File: src/rtl/mod60_pkg.sv
// mod60_pkg: shared FSM state encoding, BCD limits and load-value check for mod60_timer_ctrl
package mod60_pkg;
  typedef enum logic [1:0] {IDLE = 2'd0, RUN = 2'd1, PAUSE = 2'd2, LOAD = 2'd3} state_t;
  localparam logic [3:0] BCD_MAX_ONES = 4'd9;
  function automatic logic bcd_valid(input logic [3:0] tens, input logic [3:0] ones, input logic [3:0] tmax);
    return (ones <= BCD_MAX_ONES) && (tens <= tmax);
  endfunction
endpackage

File: src/rtl/mod60_timer_ctrl_bcd_digit.sv
// bcd_digit: one BCD digit counter with async clear, sync load and wrap at max
// Ports: clk, CR (async clear), en (count), ld/d (load value), max (wrap digit),
//        dir (1=down, only with COUNT_DOWN_EN), q (digit), tc (digit at terminal value)
module bcd_digit (
  input  logic       clk,
  input  logic       CR,
  input  logic       en,
  input  logic       ld,
  input  logic [3:0] d,
  input  logic [3:0] max,
`ifdef COUNT_DOWN_EN
  input  logic       dir,
`endif
  output logic [3:0] q,
  output logic       tc
);
  logic dn;
`ifdef COUNT_DOWN_EN
  assign dn = dir;
`else
  assign dn = 1'b0;
`endif
  always_ff @(posedge clk or posedge CR)
    if (CR) q <= '0;
    else if (ld) q <= d;
    else if (en) q <= dn ? ((q == 4'd0) ? max : q - 4'd1) : ((q == max) ? 4'd0 : q + 4'd1);
  assign tc = dn ? (q == 4'd0) : (q == max);
endmodule

File: src/rtl/mod60_timer_ctrl.sv
// mod60_timer_ctrl: BCD modulo-(TENS_MAX+1)*10 timer with run/pause/load FSM
// Ports: clk, CR (async clear), tick (time base), start/stop/clr (commands),
//        ld_req/ld_val/ld_ack/ld_err (load handshake), tens/ones (count),
//        rco (carry), state (FSM state); dir (1=down) only with COUNT_DOWN_EN
// Macro COUNT_DOWN_EN enables the down-count direction input.
module mod60_timer_ctrl
  import mod60_pkg::*;
#(
  parameter int TENS_MAX = 5
) (
  input  logic       clk,
  input  logic       CR,
  input  logic       tick,
  input  logic       start,
  input  logic       stop,
  input  logic       clr,
  input  logic       ld_req,
  input  logic [7:0] ld_val,
`ifdef COUNT_DOWN_EN
  input  logic       dir,
`endif
  output logic       ld_ack,
  output logic       ld_err,
  output logic [3:0] tens,
  output logic [3:0] ones,
  output logic       rco,
  output logic [1:0] state
);
  localparam logic [3:0] TMAX = 4'(TENS_MAX);
  state_t st;
  logic valid, run_next, cnt_en, dig_ld, ones_tc, tens_tc;
  logic [3:0] d_ones, d_tens;
  assign valid    = bcd_valid(ld_val[7:4], ld_val[3:0], TMAX);
  assign run_next = (st == RUN) | (((st == IDLE) | (st == PAUSE)) & start);
  // a same-cycle tick only counts when no higher-priority command overrides the move to RUN
  assign cnt_en   = tick & run_next & ~clr & ~ld_req & ~stop;
  // sync clear reuses the digit load path with a zero value
  assign dig_ld   = clr | ((st == LOAD) & valid);
  assign d_ones   = clr ? 4'd0 : ld_val[3:0];
  assign d_tens   = clr ? 4'd0 : ld_val[7:4];
  assign rco      = ~CR & (st == RUN) & tick & ones_tc & tens_tc;
  assign state    = st;
  bcd_digit u_ones (
    .clk(clk), .CR(CR), .en(cnt_en), .ld(dig_ld), .d(d_ones), .max(BCD_MAX_ONES),
`ifdef COUNT_DOWN_EN
    .dir(dir),
`endif
    .q(ones), .tc(ones_tc)
  );
  bcd_digit u_tens (
    .clk(clk), .CR(CR), .en(cnt_en & ones_tc), .ld(dig_ld), .d(d_tens), .max(TMAX),
`ifdef COUNT_DOWN_EN
    .dir(dir),
`endif
    .q(tens), .tc(tens_tc)
  );
  // ld_ack is high for exactly the LOAD cycle; ld_err updates as LOAD completes
  always_ff @(posedge clk or posedge CR)
    if (CR) begin
      st     <= IDLE;
      ld_ack <= 1'b0;
      ld_err <= 1'b0;
    end else begin
      ld_ack <= 1'b0;
      if (clr) begin
        st     <= IDLE;
        ld_err <= 1'b0;
      end else if (st == LOAD) begin
        st     <= IDLE;
        ld_err <= ~valid;
      end else if (ld_req) begin
        st     <= LOAD;
        ld_ack <= 1'b1;
      end else if (stop) st <= (st == RUN) ? PAUSE : st;
      else if (start) st <= RUN;
    end
endmodule

File: config.mk
export PLATFORM = sky130hd
export DESIGN_NAME = mod60_timer_ctrl
export DESIGN_NICKNAME = d
export VERILOG_FILES = /design/src/rtl/mod60_pkg.sv /design/src/rtl/mod60_timer_ctrl_bcd_digit.sv /design/src/rtl/mod60_timer_ctrl.sv
export SDC_FILE = /design/constraint.sdc
export NUM_CORES = 1
export LEC_CHECK = 0
export ABC_AREA = 1
export BUFFER_PORTS_ARGS = -buffer_cell sky130_fd_sc_hd__buf_2
export CAP_MARGIN = 20
export CORE_UTILIZATION = 53
export CTS_BUF_LIST = sky130_fd_sc_hd__clkbuf_4 sky130_fd_sc_hd__clkbuf_8 sky130_fd_sc_hd__clkbuf_16
export DETAILED_ROUTE_END_ITERATION = 16
export GPL_TIMING_DRIVEN = 1
export PLACE_DENSITY = 0.93
export REMOVE_ABC_BUFFERS = 1
export SYNTH_ARGS = -nofsm -noshare
export SYNTH_HDL_FRONTEND = slang
export SYNTH_SLANG_ARGS = --single-unit
File: constraint.sdc
create_clock -name clk -period 1.9 [get_ports clk]
set_input_delay 0.19 -clock clk [delete_from_list [all_inputs] [get_ports clk]]
set_output_delay 0.19 -clock clk [all_outputs]
set_load 0.02 [all_outputs]
==> flow_metrics.py <==
metrics = {
    "run_status": {
        "outcome": "completed",
    },
    "synthesis": {
        "synth_area_um2": 890,
        "syn_avg_cell_area_um2": 6.40,
        "yosys_register_bits": 12,
        "synthCells": 139,
        "synth_cell_types": 19,
        "yosys_warnings": 0,
        "seq_area_frac_synth": 0.338,
    },
    "clock_tree": {
        "clock-sinks": 12,
        "post_cts_buffers": 0,
        "path_clk_slew_ps": 80,
        "clockBufferDepth": 2,
        "cts_tree": "done",
        "root_buffer": "clkbuf_4",
        "htree_levels": 1,
        "numCtsBuffers": 3,
        "clk_latency_ps": 270,
    },
    "worst_hold_path": {
        "whs_path_depth": 3,
        "hold_path_class": "in2reg",
    },
    "place": {
        "dp_hpwl_mm": 1.59,
        "gp_congestion": 0.814,
        "io_buffers": 27,
        "place_area_um2": 1030,
    },
    "setup_path": {
        "crit_type": "reg2out",
        "cp-end-kind": "output port",
        "path_max_fanout": 7,
        "worstSetupStartpointType": "flop",
        "critical_path_required_ps": 1710,
        "r2r_cells": 8,
        "worst_ep_arrival_time_ps": 1600,
    },
    "sta": {
        "period_minus_slack_ps": 1790,
        "finalHoldViolations": 0,
        "post-route-period-util": 0.940,
        "fmax_mhz": 560,
        "worstMarginPinSlew_ps": 259,
        "slew_violations": 0,
        "setup_viol": 0,
        "setup_tns_ps": 0,
        "skew_ps": 1.35,
        "rsz0062_at_grt": "no",
        "slew_headroom": 0.827,
    },
    "finish": {
        "stdcell_area_um2": 1080,
        "area_delta_synth_final_pct": 21.4,
        "diodes": 0,
        "nNetsFinal": 186,
        "fillers": 146,
        "drive_gt1_frac": 0.241,
    },
    "route": {
        "post_drt_wl_per_cell_um": 10.8,
        "ant_nets": 0,
        "drt_wl_total_mm": 2.02,
        "viasPerCell": 5.37,
        "drtIter0Drc": 44,
        "drc": 0,
        "first_pass_iters": 5,
        "via_count": 998,
    },
    "floorplanning": {
        "die_y_um": 43.0,
        "core_um2": 1540,
        "num_io_pins": 28,
        "rows": 14,
        "start_util": 0.577,
        "die_area_um2": 1850,
        "fp.dieW_um": 43.0,
    },
    "grt": {
        "grt_max_degree": 18,
        "grt_pass1_vias": 877,
        "grt_first_pass_wirelength_mm": 3.47,
        "grt_usage": 0.251,
        "antenna_found_initial": 0,
        "grt_overflow": 0,
    },
    "power": {
        "p_int_uw": 576,
        "clkPwrFrac": 0.203,
        "ir_worst_vdd_uv": 695,
        "p_per_area_nw_per_um2": 935,
        "switchingPower_uw": 434,
        "power_leakage_nw": 0.640,
        "p_seq_frac": 0.382,
        "combPwrFrac": 0.415,
        "switching_share": 0.430,
    },
    "flow_run": {
        "max_cap_violations": 0,
    },
}
kinds of logic (layout without fill, tap and decap cells):
kind of cell    after synthesis  in the layout  share of synthesized area
flops                        12             12                      0.338
simple gates                 93             93                      0.487
buf+inv                      26             57                      0.122
compound gates                6              6                     0.0338
xor+xnor                      2              2                     0.0197
per-layer routing:
layer  vias to the layer above  share of wire  global-route usage
li1                        501              -                   -
met2                        36           0.52               0.458
met5                         -              0                   0
met1                       451           0.40               0.282
met3                        10          0.048              0.0511
met4                         0          0.026              0.0970
worst paths after layout:
check	slack (ps)	start	end
max in group asynchronous	1280	CR	u_ones.q[1]
hold reg to reg	500	ld_err	ld_err
setup / recovery	110	u_ones.q[1]	rco
hold / removal	160	ld_val[0]	u_ones.q[0]
min in group asynchronous	470	CR	u_ones.q[0]
setup reg to reg	470	state[1]	u_ones.q[1]
critical path: stages (launching register included):
cell and delay [ps]:
dfrtp_1 440, inv_1 100, nand2_1 60, nor2_1 230, nand4_1 140, nor3_1 150
buf_2 190
state kept, by name (all words and copies together), names as in the netlist:
name,flops
u_ones.q,4
u_tens.q,4
state,2
ld_ack,1
ld_err,1
cells in the final DEF, fill, tap and decap left out:
cell type      instances
a21oi_1                4
buf_2                 27
buf_4                  1
clkbuf_4               3
clkbuf_8               1
dfrtp_1               12
dlygate4sd3_1          1
inv_1                 23
inv_2                  1
nand2_1               46
nand2_2                3
nand2_4                1
nand3_1               16
nand3_2                1
nand3_4                1
nand4_1                7
nor2_1                14
nor2_2                 1
nor3_1                 2
nor3_2                 1
o21ai_0                2
xor2_1                 2
power by group through the flow:
stage | clock network (mW) | registers (mW) | logic (mW)
after floorplan | 0 | 0.450 | 0.224
after global placement | 0 | 0.384 | 0.400
after detailed placement | 0 | 0.388 | 0.414
after CTS | 0.208 | 0.384 | 0.419
after global routing | 0.222 | 0.399 | 0.470
final | 0.205 | 0.385 | 0.419
through the flow:
stage / power, mW / hold WS, ps / worst slack (ps) / instances / utilization
final: 1.01 / 162 / 113 / 186 / 0.700
after global routing: 1.09 / 183 / 27.2 / 186 / 0.700
after CTS: 1.01 / 165 / 140 / 186 / 0.700
after detailed placement: 0.803 / 227 / 459 / 181 / 0.670
after global placement: 0.784 / 229 / 504 / 181 / 0.670
after floorplan: 0.674 / 62.9 / 322 / 137 / -
what timing repair did:
item                                    4_1_cts  5_1_grt
resized for setup                             0        0
hold buffers                                  1        0
endpoints found under the hold margin        12        0
endpoints found under the setup margin        0        0
cell usage after synthesis:
library cell | number | share of area
a21oi_1 | 4 | 0.023
nor3_1 | 2 | 0.011
dfrtp_1 | 12 | 0.34
nand2_4 | 1 | 0.013
nor2_2 | 1 | 0.0070
xor2_1 | 2 | 0.020
buf_6 | 1 | 0.013
inv_1 | 23 | 0.097
inv_2 | 1 | 0.0042
nand4_1 | 7 | 0.049
nor2_1 | 14 | 0.059
buf_4 | 1 | 0.0084
nand3_4 | 1 | 0.020
o21ai_0 | 2 | 0.011
nand2_2 | 3 | 0.021
nand3_2 | 1 | 0.011
nand2_1 | 46 | 0.19
nand3_1 | 16 | 0.090
nor3_2 | 1 | 0.011
layout make-up:
cell class	count	area [µm²]	share of cell area
clock buffer	4	36.3	0.0336
inverter	24	90.1	0.0834
multi-input combinational	101	480	0.445
sequential	12	300	0.278
tap	16	20.0	0.0185
timing repair buffer	29	153	0.141
(Power assumes the default switching activity.)
